File: src/rtl/axi_mem_bist_master.sv
// AXI4 write-then-readback memory self-test initiator.
// Each run writes NUM_BURSTS INCR bursts of {~addr, addr} patterns, then reads them back and checks them.
// The result is reported as pass/done plus a saturating error count and the first failing byte address.
module axi_mem_bist_master #(
   parameter int unsigned       ID_W       = 4,
   parameter logic [ID_W-1:0]   TXN_ID     = 4'h3,
   parameter int unsigned       BURST_LEN  = 8,
   parameter int unsigned       NUM_BURSTS = 1024,
   parameter logic [31:0]       BASE_ADDR  = 32'h0000_0000
) (
   input  logic              clock,
   input  logic              resetn,
   input  logic              start,
   output logic              busy,
   output logic              done,
   output logic              pass,
   output logic [15:0]       error_count,
   output logic [31:0]       first_fail_addr,
   output logic              io_axi4_0_aw_valid,
   input  logic              io_axi4_0_aw_ready,
   output logic [ID_W-1:0]   io_axi4_0_aw_id,
   output logic [31:0]       io_axi4_0_aw_addr,
   output logic [7:0]        io_axi4_0_aw_len,
   output logic [2:0]        io_axi4_0_aw_size,
   output logic [1:0]        io_axi4_0_aw_burst,
   output logic              io_axi4_0_aw_lock,
   output logic [3:0]        io_axi4_0_aw_cache,
   output logic [2:0]        io_axi4_0_aw_prot,
   output logic [3:0]        io_axi4_0_aw_qos,
   output logic              io_axi4_0_w_valid,
   input  logic              io_axi4_0_w_ready,
   output logic [63:0]       io_axi4_0_w_data,
   output logic [7:0]        io_axi4_0_w_strb,
   output logic              io_axi4_0_w_last,
   input  logic              io_axi4_0_b_valid,
   output logic              io_axi4_0_b_ready,
   input  logic [ID_W-1:0]   io_axi4_0_b_id,
   input  logic [1:0]        io_axi4_0_b_resp,
   output logic              io_axi4_0_ar_valid,
   input  logic              io_axi4_0_ar_ready,
   output logic [ID_W-1:0]   io_axi4_0_ar_id,
   output logic [31:0]       io_axi4_0_ar_addr,
   output logic [7:0]        io_axi4_0_ar_len,
   output logic [2:0]        io_axi4_0_ar_size,
   output logic [1:0]        io_axi4_0_ar_burst,
   output logic              io_axi4_0_ar_lock,
   output logic [3:0]        io_axi4_0_ar_cache,
   output logic [2:0]        io_axi4_0_ar_prot,
   output logic [3:0]        io_axi4_0_ar_qos,
   input  logic              io_axi4_0_r_valid,
   output logic              io_axi4_0_r_ready,
   input  logic [ID_W-1:0]   io_axi4_0_r_id,
   input  logic [63:0]       io_axi4_0_r_data,
   input  logic [1:0]        io_axi4_0_r_resp,
   input  logic              io_axi4_0_r_last
);

   localparam logic [31:0] BURST_BYTES = 32'(BURST_LEN * 8);
   localparam logic [8:0]  LAST_BEAT   = 9'(BURST_LEN - 1);
   localparam logic [31:0] LAST_BURST  = 32'(NUM_BURSTS - 1);

   typedef enum logic [2:0] {IDLE, WR_AW, WR_W, WR_B, RD_AR, RD_R, DONE} state_e;

   state_e       state_q;
   logic [31:0]  burstAddr_q;
   logic [31:0]  burstCnt_q;
   logic [8:0]   beatCnt_q;
   logic         busy_q, done_q, pass_q;
   logic [15:0]  errorCount_q;
   logic [31:0]  firstFail_q;
   logic         awValid_q, wValid_q, bReady_q, arValid_q, rReady_q;

   logic [31:0]  beatAddr;
   logic [63:0]  beatPattern;
   logic         isLastBeat, moreBursts, bBad, rBad;
   logic [15:0]  errorCountInc;

   // Derived beat address/pattern and the per-response failure conditions.
   assign beatAddr      = burstAddr_q + {20'b0, beatCnt_q, 3'b000};
   assign beatPattern   = {~beatAddr, beatAddr};
   assign isLastBeat    = (beatCnt_q == LAST_BEAT);
   assign moreBursts    = (burstCnt_q != LAST_BURST);
   assign bBad          = (io_axi4_0_b_resp != 2'b00) || (io_axi4_0_b_id != TXN_ID);
   assign rBad          = (io_axi4_0_r_data != beatPattern) || (io_axi4_0_r_resp != 2'b00) ||
                          (io_axi4_0_r_id != TXN_ID) || (io_axi4_0_r_last != isLastBeat);
   assign errorCountInc = (errorCount_q == 16'hFFFF) ? errorCount_q : errorCount_q + 16'd1;

   assign busy            = busy_q;
   assign done            = done_q;
   assign pass            = pass_q;
   assign error_count     = errorCount_q;
   assign first_fail_addr = firstFail_q;

   assign io_axi4_0_aw_valid = awValid_q;
   assign io_axi4_0_aw_id    = TXN_ID;
   assign io_axi4_0_aw_addr  = burstAddr_q;
   assign io_axi4_0_aw_len   = 8'(BURST_LEN - 1);
   assign io_axi4_0_aw_size  = 3'b011;
   assign io_axi4_0_aw_burst = 2'b01;
   assign io_axi4_0_aw_lock  = 1'b0;
   assign io_axi4_0_aw_cache = 4'b0011;
   assign io_axi4_0_aw_prot  = 3'b000;
   assign io_axi4_0_aw_qos   = 4'b0000;
   assign io_axi4_0_w_valid  = wValid_q;
   assign io_axi4_0_w_data   = beatPattern;
   assign io_axi4_0_w_strb   = 8'hFF;
   assign io_axi4_0_w_last   = isLastBeat;
   assign io_axi4_0_b_ready  = bReady_q;
   assign io_axi4_0_ar_valid = arValid_q;
   assign io_axi4_0_ar_id    = TXN_ID;
   assign io_axi4_0_ar_addr  = burstAddr_q;
   assign io_axi4_0_ar_len   = 8'(BURST_LEN - 1);
   assign io_axi4_0_ar_size  = 3'b011;
   assign io_axi4_0_ar_burst = 2'b01;
   assign io_axi4_0_ar_lock  = 1'b0;
   assign io_axi4_0_ar_cache = 4'b0011;
   assign io_axi4_0_ar_prot  = 3'b000;
   assign io_axi4_0_ar_qos   = 4'b0000;
   assign io_axi4_0_r_ready  = rReady_q;

   // Test sequencer: one outstanding transaction, valids raised the cycle after entering a state.
   always_ff @(posedge clock or negedge resetn) begin
      if (!resetn) begin
         state_q      <= IDLE;
         burstAddr_q  <= '0;
         burstCnt_q   <= '0;
         beatCnt_q    <= '0;
         busy_q       <= 1'b0;
         done_q       <= 1'b0;
         pass_q       <= 1'b0;
         errorCount_q <= '0;
         firstFail_q  <= '0;
         awValid_q    <= 1'b0;
         wValid_q     <= 1'b0;
         bReady_q     <= 1'b0;
         arValid_q    <= 1'b0;
         rReady_q     <= 1'b0;
      end else begin
         case (state_q)
            IDLE, DONE: begin
               if (start) begin
                  state_q      <= WR_AW;
                  burstAddr_q  <= BASE_ADDR;
                  burstCnt_q   <= '0;
                  beatCnt_q    <= '0;
                  busy_q       <= 1'b1;
                  done_q       <= 1'b0;
                  pass_q       <= 1'b0;
                  errorCount_q <= '0;
                  firstFail_q  <= '0;
               end
            end
            WR_AW: begin
               if (!awValid_q) begin
                  awValid_q <= 1'b1;
               end else if (io_axi4_0_aw_ready) begin
                  awValid_q <= 1'b0;
                  state_q   <= WR_W;
               end
            end
            WR_W: begin
               if (!wValid_q) begin
                  wValid_q <= 1'b1;
               end else if (io_axi4_0_w_ready) begin
                  if (isLastBeat) begin
                     wValid_q  <= 1'b0;
                     beatCnt_q <= '0;
                     bReady_q  <= 1'b1;
                     state_q   <= WR_B;
                  end else begin
                     beatCnt_q <= beatCnt_q + 9'd1;
                  end
               end
            end
            WR_B: begin
               if (io_axi4_0_b_valid) begin
                  bReady_q <= 1'b0;
                  if (bBad) begin
                     errorCount_q <= errorCountInc;
                     if (errorCount_q == 16'h0) firstFail_q <= burstAddr_q;
                  end
                  if (moreBursts) begin
                     burstCnt_q  <= burstCnt_q + 32'd1;
                     burstAddr_q <= burstAddr_q + BURST_BYTES;
                     state_q     <= WR_AW;
                  end else begin
                     burstCnt_q  <= '0;
                     burstAddr_q <= BASE_ADDR;
                     state_q     <= RD_AR;
                  end
               end
            end
            RD_AR: begin
               if (!arValid_q) begin
                  arValid_q <= 1'b1;
               end else if (io_axi4_0_ar_ready) begin
                  arValid_q <= 1'b0;
                  rReady_q  <= 1'b1;
                  state_q   <= RD_R;
               end
            end
            RD_R: begin
               if (io_axi4_0_r_valid) begin
                  if (rBad) begin
                     errorCount_q <= errorCountInc;
                     if (errorCount_q == 16'h0) firstFail_q <= beatAddr;
                  end
                  if (io_axi4_0_r_last) begin
                     rReady_q    <= 1'b0;
                     beatCnt_q   <= '0;
                     burstAddr_q <= burstAddr_q + BURST_BYTES;
                     if (moreBursts) begin
                        burstCnt_q <= burstCnt_q + 32'd1;
                        state_q    <= RD_AR;
                     end else begin
                        busy_q  <= 1'b0;
                        done_q  <= 1'b1;
                        pass_q  <= (errorCount_q == 16'h0) && !rBad;
                        state_q <= DONE;
                     end
                  end else begin
                     beatCnt_q <= beatCnt_q + 9'd1;
                  end
               end
            end
            default: state_q <= IDLE;
         endcase
      end
   end

endmodule
File: config.mk
export PLATFORM = sky130hd
export DESIGN_NAME = axi_mem_bist_master
export DESIGN_NICKNAME = d
export VERILOG_FILES = /design/src/rtl/axi_mem_bist_master.sv
export SDC_FILE = /design/constraint.sdc
export NUM_CORES = 1
export LEC_CHECK = 0
export ABC_CLOCK_PERIOD_IN_PS = 11100
export BUFFER_PORTS_ARGS = -buffer_cell sky130_fd_sc_hd__buf_2
export CAP_MARGIN = 25
export CORE_MARGIN = 8
export CORE_UTILIZATION = 56
export DETAILED_ROUTE_END_ITERATION = 10
export HOLD_SLACK_MARGIN = 0.1
export PLACE_DENSITY = 0.88
export SKIP_CTS_REPAIR_TIMING = 1
export SYNTH_ARGS = -nofsm -noshare
export SYNTH_HDL_FRONTEND = slang
export SYNTH_SLANG_ARGS = --single-unit
File: constraint.sdc
create_clock -name clock -period 11.1 [get_ports clock]
set_input_delay 0.555 -clock clock [delete_from_list [all_inputs] [get_ports clock]]
set_output_delay 0.555 -clock clock [all_outputs]
set_load 0.01 [all_outputs]
Word-level counts from Yosys, hierarchy flattened
Cells that the tools add are included.

word-level totals
  register bits after elaboration = 132
  bits of input ports = 85
  output and inout port bits = 251
  logic and storage cells = 153

cells by class
  add/subtract/negate cells = 5
  equal/unequal tests = 30
  muxes and demuxes = 78
  bitwise operators = 1
  reduce and logical (&&, ||, !) cells = 25

operators by type and width
  cell                   count
  $mux 32                16
  $pmux 32 s3            3
  $mux 16                6
  $ne 64x64->1           1
  $mux 9                 6
  $pmux 16 s3            1
  $mux 3                 12
  $ne 2x2->1 const B     17
  $add 32x1->32 const B  1
  $add 32x12->32         1
  $add 32x7->32 const B  1
  $ne 32x10->1 const B   1
  $not 32->32            1
  $pmux 9 s3             1
  $mux 1                 26
  $reduce_and 5->1       5
  $pmux 3 s6             1
  $add 16x1->16 const B  1
  $eq 16x16->1 const B   1
  $logic_not 16->1       1
  $reduce_and 6->1       2
  $reduce_and 11->1      1
  $pmux 1 s2             5
  $reduce_bool 2->1      5
  other kinds (15)       23

Logic depth before layout (Yosys ltp)
Gate-level depths: netlist of the first run.

  depth in word-level cells = 12
  mapped depth = 14
  gate-level depth less buffers = 12

Worst setup path before layout of the first run
No wires, ideal clock.

  path kind = register -> register
  from = reg burstAddr_q[11], in the netlist io_axi4_0_ar_addr[11]
  to = reg firstFail_q[10], in the netlist first_fail_addr[10]
  setup time = 125 ps
  data arrival time = 3704 ps
  data required time = 10975 ps
  slack = 7271 ps
  cell stages (with the launch flop) = 14
  cells stage by stage = dfrtp_1 > ha_1 > buf_4 > a21oi_4 > nand2_1 > o211ai_2 > xor2_1 > mux2i_1 > or4_4 > nor4_4 > nand4_4 > o211ai_4 > buf_12 > mux2_4

between the ends
  cells in the longest elaborated chain, start to end = 8

ends and longest elaborated chain
  element                         line  RTL
  from (decl)                     65    logic [31:0] burstAddr_q;
  from (signal assigned)          184   burstAddr_q <= burstAddr_q + BURST_BYTES;
  from (signal assigned)          211   burstAddr_q <= burstAddr_q + BURST_BYTES;
  $add 32x12->32                  79    assign beatAddr = burstAddr_q + {20'b0, beatCnt_q, 3'b000};
  $not 32->32                     80    assign beatPattern = {~beatAddr, beatAddr};
  via io_axi4_0_w_data[54]        32    output logic [63:0] io_axi4_0_w_data,
  $ne 64x64->1                    84    assign rBad = (io_axi4_0_r_data != beatPattern) || (io_axi4_0_r_resp != 2'b00) ||
  $logic_or 1x1->1 (2 in series)  84
  $logic_or 1x1->1                85    (io_axi4_0_r_id != TXN_ID) || (io_axi4_0_r_last != isLastBeat);
  $ne 2x2->1 (no line)            -
  $reduce_and 8->1 (no line)      -
  to (signal assigned)            180   if (errorCount_q == 16'h0) firstFail_q <= burstAddr_q;
  to (signal assigned)            206   if (errorCount_q == 16'h0) firstFail_q <= beatAddr;
  to (decl)                       70    logic [31:0] firstFail_q;

The timed path passes the listed nets, and every way through them passes these cells.
A chain may end at the register's enable or synchronous reset.

Worst setup path after layout of the first run
  from = reg burstAddr_q[10], in the netlist io_axi4_0_ar_addr[10]
  to = reg firstFail_q[11], in the netlist first_fail_addr[11]

between the ends
  cells in the longest elaborated chain, start to end = 8

ends and longest elaborated chain
  element                         line
  $add 32x12->32 (*)              79
  $not 32->32                     80
  $ne 64x64->1                    84
  $logic_or 1x1->1 (2 in series)  84
  $logic_or 1x1->1                85
  $ne 2x2->1 (no line)            -
  $reduce_and 8->1 (no line)      -

Mark *: on every way between the ends. The rest lies on a longest branch, timed or not. The select of a mux whose other input is x is not followed.

==> results.toml, run 1 <==
[place]
dp_hpwl_mm = 24.9
port_buffers = 251
gp_congestion = 0.965
pre_cts_slack_ns = 5.88

[die]
io_pins = 336
num_rows = 48
start_util_pct = 57.1
die-height_um = 149
core_area_mm2 = 0.0172
fp.dieW_um = 149
dieArea_mm2 = 0.0221

[synthesis]
ys_warn_count = 0
synth_top_cells_by_area = "dfrtp_1 32%, buf_4 9.4%, nand2_1 4.5%"
synth.most_common_cell = "dfrtp_1"
syn_inst = 1176
avgSynthCellArea_um2 = 8.37
synthArstFlopShare_pct = 100
synth_area_mm2 = 0.00984
synth_top_area_share_pct = 31.5
synth_edf_count = 0
synth_cell_types = 84
ys_seq_elements = 124
synth_area_leader_cell = "dfrtp_1"
synth_ff_type = "dfrtp_1"
seq_area_frac_synth_pct = 31.5
ys_top_cells_by_count = "124 x dfrtp_1, 123 x buf_4, 118 x nand2_1, 93 x nor2_1, 85 x o21ai_0"

[timing]
setup_viol = 0
rsz0062_at_grt = "false"
drv_slew = 0
finalCritPeriodShare_pct = 47.1
fin_setup_tns_ns = 0
whs_ns = 0.120
worstMarginPinSlew_ns = 1.03
setup_ws_ns = 5.88
fin_crit_ns = 5.22
hold_viol = 0
fmax_mhz = 191
slew_headroom_pct = 30.5
fin_skew_ns = 0.00791

[pwr]
ir_worst_vdd_uv = 119
combPwrFrac_pct = 32.3
swShare_pct = 37.5
total_power_uw = 1660
p_int_uw = 1040
p_seq_share_pct = 32.0
power_frac_clock_pct = 35.7
power.leakage_uw = 0.00559
power.density_mw_per_mm2 = 148
p_sw_uw = 622

[route]
ant_nets = 0
num_vias = 9388
drt_first_pass_iters = 7
wl_per_cell_um = 20.4
drt-initial-drc-count = 899
route.detailed.drc = 0
vias_per_cell = 5.86
wl_mm = 32.6

[global_routing]
grt_pass1_vias = 9160
grt_pass1_wl_mm = 50.0
antenna_found_initial = 0
grt-ovfl-total = 0
grt_use_total_pct = 28.7
grt_max_degree = 81

[clock_network]
clock_latency_ns = 0.43
cts_tree = "yes"
numCtsBuffers = 17
cts_sinks = 124
clockBufferDepth = 2
h-tree-depth = 4
clk_pin_slew_ns = 0.06
root_buffer = "clkbuf_16"

[min_path]
hp-class = "in2async"

[run]
cap_viol_max_count = 0

[setup_path]
cp_slowest_cell = "nor4b_1"
cp-startpoint = "io_axi4_0_ar_addr[10]"
cp_cell_sequence = "ha_1, nand3_1, a21oi_1, o21ai_0, xor2_1, mux2i_1, nand4_1, nor4b_1, nand4_4, o211ai_4, buf_4, mux2_4"
crit_family = "simple AND/OR/NAND/NOR gates"
crit_type = "reg2reg"
crit_required_ns = 11.41
startpoint_type = "flop"
end_kind = "flop"
critical-path-max-stage-delay_ns = 0.67
cp.arrival_ns = 5.53
cp_max_fo = 30
critPathBufInv = 1
r2r_start = "io_axi4_0_ar_addr[10]"

[finish]
post-route-util_pct = 65.0
areaGrowthSynthToFinish_pct = 13.9
antenna_cells = 0
nNetsFinal = 1460
layout-drive-gt1-share_pct = 24.8

[outcome]
status = "finished, final reports clean"
## registers in the layout, indices dropped and copies added, names as in the netlist, 3 cells and up
| signal | count |
|---|---|
| burstCnt_q | 32 |
| beatCnt_q | 9 |
| first_fail_addr | 30 |
| state_q | 3 |
| error_count | 16 |
| io_axi4_0_ar_addr | 26 |
## power by group through the flow
| stage | registers, uW | logic [uW] | clock network, uW |
|---|---|---|---|
| after floorplan | 511 | 448 | 0 |
| after global placement | 534 | 518 | 0 |
| after detailed placement | 536 | 527 | 0 |
| after CTS | 529 | 530 | 595 |
| after global routing | 535 | 586 | 615 |
| final | 530 | 536 | 592 |
## stage by stage
| stage | area, um^2 | cells |
|---|---|---|
| 2_1_floorplan | 10200 | 1258 |
| 3_3_place_gp | 10600 | 1568 |
| 3_5_place_dp | 10600 | 1568 |
| 4_1_cts | 11200 | 1600 |
| 5_1_grt | 11200 | 1602 |
| 6_report | 11200 | 1602 |
## layout by cell type (no fill, tap or decap), types with 32 or more instances in the layout
master    count
buf_2       251
dfrtp_1     124
nand2_1     118
nor2_1       93
o21ai_0      85
conb_1       84
nand3_1      49
a21oi_1      49
inv_1        46
xnor2_1      35
nand2b_1     32
## kinds of logic (layout without fill, tap and decap cells)
kind of cell    count (synthesis)  after routing  synth area share, %
fa+ha+maj                      11             11                 1.40
flops                         124            124                 31.5
xor+xnor                       66             66                 6.30
other cells                     2             84               0.0763
compound gates                235            235                 16.0
buf+inv                       217            336                 13.6
simple gates                  474            474                 25.0
mux                            47             47                 6.08
## final timing paths
path | endpoint | slack (ns) | cells after the start
max | first_fail_addr[11] | 5.88 | 12
min | burstCnt_q[19] | 0.12 | 1
max reg2reg | first_fail_addr[11] | 5.88 | 12
min reg2reg | first_fail_addr[26] | 0.50 | 1
max in group asynchronous | first_fail_addr[25] | 9.82 | 3
min in group clock | io_axi4_0_ar_valid | 0.43 | 3
## per-layer routing
metal / share of wire, % / wire length [um] / GRT usage (%) / vias up
met1: 38 / 12400 / 34.5 / 4474
met3: 9.2 / 2990 / 6.59 / 82
li1: - / - / - / 4298
met5: 0 / 0 / 0 / -
met2: 49 / 16000 / 48.3 / 534
met4: 3.5 / 1160 / 12.3 / 0
## layout make-up
type	instances	area [um^2]
Fill cell	1499	6030
Multi-Input combinational cell	917	5710
Sequential cell	124	3100
Timing Repair Buffer	258	1330
Clock buffer	20	447
Tap cell	225	282
Inverter	46	173
Clock inverter	12	170
No activity file was read; power rests on OpenSTA's default activity.
==> inputs of run 2 (changes only) <==
--- a/config.mk
+++ b/config.mk
@@ -5,14 +5,14 @@
 export SDC_FILE = /design/constraint.sdc
 export NUM_CORES = 1
 export LEC_CHECK = 0
-export ABC_CLOCK_PERIOD_IN_PS = 11100
+export ABC_CLOCK_PERIOD_IN_PS = 4800
 export BUFFER_PORTS_ARGS = -buffer_cell sky130_fd_sc_hd__buf_2
 export CAP_MARGIN = 25
 export CORE_MARGIN = 8
-export CORE_UTILIZATION = 56
+export CORE_UTILIZATION = 47
 export DETAILED_ROUTE_END_ITERATION = 10
 export HOLD_SLACK_MARGIN = 0.1
-export PLACE_DENSITY = 0.88
+export PLACE_DENSITY = 0.79
 export SKIP_CTS_REPAIR_TIMING = 1
 export SYNTH_ARGS = -nofsm -noshare
 export SYNTH_HDL_FRONTEND = slang
==> constraint.sdc (replaced) <==
create_clock -name clock -period 4.8 [get_ports clock]
set_input_delay 0.24 -clock clock [delete_from_list [all_inputs] [get_ports clock]]
set_output_delay 0.24 -clock clock [all_outputs]
set_load 0.01 [all_outputs]
==> results.toml, run 2 (same netlist as run 1, synthesis figures left out) <==
[finish]
largest_register = "burstCnt_q"
nNetsFinal = 1478
areaGrowthSynthToFinish_pct = 15.9
layout-drive-gt1-share_pct = 25.7
post-route-util_pct = 54.8
final_cell_mix = "251 x buf_2, 124 x dfrtp_1, 118 x nand2_1, 93 x nor2_1, 85 x o21ai_0"
largest_reg_flops = 32
final_common_cell = "buf_2"
antenna_cells = 0

[global_routing]
antenna_found_initial = 0
grt_use_total_pct = 24.5
grt-ovfl-total = 0
grt_max_degree = 51
grt_pass1_wl_mm = 50.7
grt_pass1_vias = 9076

[timing]
fin_skew_ns = 0.0128
whs_ns = 0.105
finalCritPeriodShare_pct = 93.5
hold_viol = 0
rsz0062_at_grt = "false"
setup_ws_ns = 0.313
worstMarginPinSlew_ns = 1.05
fin_setup_tns_ns = 0
fmax_mhz = 223
slew_headroom_pct = 30.3
drv_slew = 0
fin_crit_ns = 4.49
setup_viol = 0

[place]
pre_cts_slack_ns = 0.359
port_buffers = 251
dp_hpwl_mm = 25.6
gp_congestion = 0.948

[outcome]
status = "finished, final reports clean"

[setup_path]
crit_type = "reg2reg"
cp_max_fo = 10
crit_required_ns = 5.10
cp.arrival_ns = 4.79
end_kind = "flop"
startpoint_type = "flop"
r2r_cells = 12
regToRegSetupSlack_ns = 0.31

[clock_network]
numCtsBuffers = 17
h-tree-depth = 4
clk_pin_slew_ns = 0.06
root_buffer = "clkbuf_16"
cts_tree = "yes"
clockBufferDepth = 2
clock_latency_ns = 0.43
cts_sinks = 124

[min_path]
hold_depth = 3
hp-class = "in2reg"

[route]
route.detailed.drc = 0
drt-initial-drc-count = 761
vias_per_cell = 5.55
wl_mm = 32.9
drt_first_pass_iters = 6
wl_per_cell_um = 19.7
ant_nets = 0
num_vias = 9262

[die]
core_area_mm2 = 0.0208
dieArea_mm2 = 0.0258
fp.dieW_um = 161
num_rows = 53
die-height_um = 161
io_pins = 336
start_util_pct = 47.3

[pwr]
power.leakage_uw = 0.00566
ir_worst_vdd_uv = 245
power.density_mw_per_mm2 = 340

[run]
cap_viol_max_count = 0
[run 2: cell count changes in the layout (fill, tap and decap cells not counted), sizes merged]
cell	delta
buf	+17
bufinv	-1
clkbuf	+1
clkinv	-5
clkinvlp	+2
dlygate4sd3	+1
inv	+3
[run 2: report_power, final]
group | switching (uW) | total (uW) | internal [uW]
Combinational | 861 | 1310 | 450
Sequential | 95.4 | 1200 | 1100
Clock | 518 | 1370 | 851
Total | 1470 | 3880 | 2400
[run 2: worst max-delay path: stages (launching register included)]
cell       delay [ns]
dfrtp_1          0.45
ha_1             0.45
and3_4           0.27
nor2_1           0.07
xnor2_1          0.40
mux2i_1          0.27
a2111oi_0        0.58
o2111ai_1        0.20
nor4b_1          0.61
nand4_4          0.26
o211ai_4         0.18
buf_4            0.27
mux2_4           0.33
[run 2: metal layers]
| layer | wire length (um) | vias up | global-route usage, % |
|---|---|---|---|
| li1 | - | 4343 | - |
| met1 | 13400 | 4442 | 29.5 |
| met2 | 16300 | 430 | 42.4 |
| met3 | 2540 | 47 | 5.96 |
| met4 | 672 | 0 | 7.58 |
| met5 | 0 | - | 0 |
[run 2: cell type report]
cell class | count | area [um^2]
clock buffers | 21 | 460
clock inverters | 11 | 156
fillers | 1936 | 9420
inverters | 46 | 173
multi-input cells | 917 | 5710
flip-flops and latches | 124 | 3100
well taps | 275 | 344
repair buffers | 276 | 1460
[run 2: final timing paths]
check / startpoint / to
setup / recovery: io_axi4_0_ar_addr[8] / first_fail_addr[14]
hold / removal: io_axi4_0_ar_ready / io_axi4_0_ar_valid
setup reg to reg: io_axi4_0_ar_addr[8] / first_fail_addr[14]
hold reg to reg: first_fail_addr[9] / first_fail_addr[9]
max in group asynchronous: resetn / io_axi4_0_ar_addr[10]
min in group asynchronous: resetn / first_fail_addr[19]
[run 2: stage by stage]
stage / instances / total power (uW) / instance area [um^2]
3_3_place_gp: 1636 / 2490 / 10800
6_report: 1670 / 3880 / 11400
5_1_grt: 1670 / 4070 / 11400
4_1_cts: 1668 / 3880 / 11400
3_5_place_dp: 1636 / 2510 / 10800
2_1_floorplan: 1258 / 2220 / 10200
==> inputs of run 3 (changes only) <==
--- a/config.mk
+++ b/config.mk
@@ -9,10 +9,9 @@
 export BUFFER_PORTS_ARGS = -buffer_cell sky130_fd_sc_hd__buf_2
 export CAP_MARGIN = 25
 export CORE_MARGIN = 8
-export CORE_UTILIZATION = 47
+export CORE_UTILIZATION = 31
 export DETAILED_ROUTE_END_ITERATION = 10
 export HOLD_SLACK_MARGIN = 0.1
-export PLACE_DENSITY = 0.79
 export SKIP_CTS_REPAIR_TIMING = 1
 export SYNTH_ARGS = -nofsm -noshare
 export SYNTH_HDL_FRONTEND = slang
==> results.toml, run 3 (same netlist as run 1, synthesis figures left out) <==
[outcome]
status = "finished, final reports clean"

[clock_network]
numCtsBuffers = 17
h-tree-depth = 4
root_buffer = "clkbuf_16"
cts_tree = "yes"
clk_pin_slew_ns = 0.07
clockBufferDepth = 2
clock_latency_ns = 0.43
cts_sinks = 124

[min_path]
hold_path_end = "io_axi4_0_ar_valid"
hp-class = "in2reg"
hold_depth = 3
hold_start = "io_axi4_0_ar_ready"

[global_routing]
grt_pass1_vias = 9162
grt_pass1_wl_mm = 53.9
grt_max_degree = 52
grt-ovfl-total = 0
grt_use_total_pct = 18.1
antenna_found_initial = 2

[finish]
final_cell_mix = "251 x buf_2, 124 x dfrtp_1, 118 x nand2_1, 93 x nor2_1, 85 x o21ai_0"
final_common_cell = "buf_2"
layout-drive-gt1-share_pct = 26.6
largest_register = "burstCnt_q"
areaGrowthSynthToFinish_pct = 19.1
nNetsFinal = 1491
design_area_mm2 = 0.0117
largest_reg_flops = 32
finalNonFillerCells = 1814

[timing]
drv_slew = 0
fin_crit_ns = 4.40
finalCritPeriodShare_pct = 91.7
fmax_mhz = 227
fin_setup_tns_ns = 0
hold_viol = 0
whs_ns = 0.109
rsz0062_at_grt = "false"
setup_viol = 0
slew_headroom_pct = 38.8
worstMarginPinSlew_ns = 0.918
fin_skew_ns = 0.0111

[pwr]
ir_worst_vdd_uv = 255
power.density_mw_per_mm2 = 344
power.leakage_uw = 0.00575
total_power_uw = 4030

[setup_path]
critical-path-max-stage-delay_ns = 0.58
critPathBufInv = 1
startpoint_type = "flop"
cp_cell_sequence = "ha_2, nand3_1, a21o_1, a21oi_1, xnor2_1, mux2i_1, or4_1, nor4_4, nand4_4, o211ai_4, buf_12, mux2_4"
end_kind = "flop"
regToRegSetupSlack_ns = 0.40
cp.arrival_ns = 4.72
crit_required_ns = 5.12
r2r_cells = 12
cp_max_fo = 18
cp_slowest_cell = "or4_1"
crit_type = "reg2reg"
rr_endpoint = "first_fail_addr[18]"
crit_family = "simple AND/OR/NAND/NOR gates"
r2r_start = "io_axi4_0_ar_addr[10]"

[route]
vias_per_cell = 5.10
wl_mm = 35.0
ant_nets = 0
num_vias = 9248
drt_first_pass_iters = 5
drt-initial-drc-count = 705
wl_per_cell_um = 19.3
route.detailed.drc = 0

[die]
dieArea_mm2 = 0.0377
core_area_mm2 = 0.0314
num_rows = 65
start_util_pct = 31.4
die-height_um = 194
io_pins = 336
fp.dieW_um = 194

[place]
dpl_cell_area_mm2 = 0.0110
dp.cells = 1776
dp_hpwl_mm = 27.5
gp_congestion = 0.925
port_buffers = 251

[run]
cap_viol_max_count = 0
==> run 3: stage by stage <==
step	setup slack, ns	utilization (%)
final	0.401	37.3
after global routing	0.102	37.3
after CTS	0.308	37.2
after detailed placement	0.304	35.1
after global placement	0.429	35.1
after floorplan	0.971	-
==> run 3: per-layer routing <==
layer / wire length [um] / global-route usage, % / vias up
met1: 15000 / 22.6 / 4424
li1: - / - / 4374
met5: 0 / 0 / -
met4: 710 / 4.98 / 0
met3: 2450 / 5.05 / 46
met2: 16800 / 30.1 / 404
==> run 3: area by class of cell <==
class | count | area, um^2
Clock buffer | 17 | 425
Inverter | 46 | 173
Antenna cell | 4 | 10.0
Clock inverter | 15 | 235
Timing Repair Buffer | 289 | 1560
Multi-Input combinational cell | 917 | 5710
Fill cell | 3311 | 19700
Tap cell | 402 | 503
Sequential cell | 124 | 3100
==> run 3: worst reg2reg max path, cell delays in order (launching register included) <==
cell      delay [ns]
dfrtp_1         0.46
ha_2            0.48
nand3_1         0.18
a21o_1          0.32
a21oi_1         0.35
xnor2_1         0.23
mux2i_1         0.21
or4_1           0.58
nor4_4          0.37
nand4_4         0.24
o211ai_4        0.30
buf_12          0.26
mux2_4          0.33
==> run 3: worst max-delay path by stage <==
stage / start / endpoint / slack [ns] / depth (start not counted)
finish: io_axi4_0_ar_addr[10] / first_fail_addr[18] / 0.40 / 12
global route: io_axi4_0_ar_addr[10] / first_fail_addr[30] / 0.10 / 12
CTS: io_axi4_0_ar_addr[10] / first_fail_addr[18] / 0.31 / 12
detailed placement: io_axi4_0_ar_addr[10] / first_fail_addr[18] / 0.30 / 12
global placement: io_axi4_0_ar_addr[10] / first_fail_addr[17] / 0.43 / 12
floorplan: io_axi4_0_ar_addr[11] / first_fail_addr[10] / 0.97 / 13
==> run 3: power breakdown <==
part | switching [uW] | internal, uW | total, uW
Combinational | 891 | 473 | 1360
Sequential | 79.8 | 1100 | 1180
Clock | 552 | 932 | 1480
Total | 1520 | 2510 | 4030
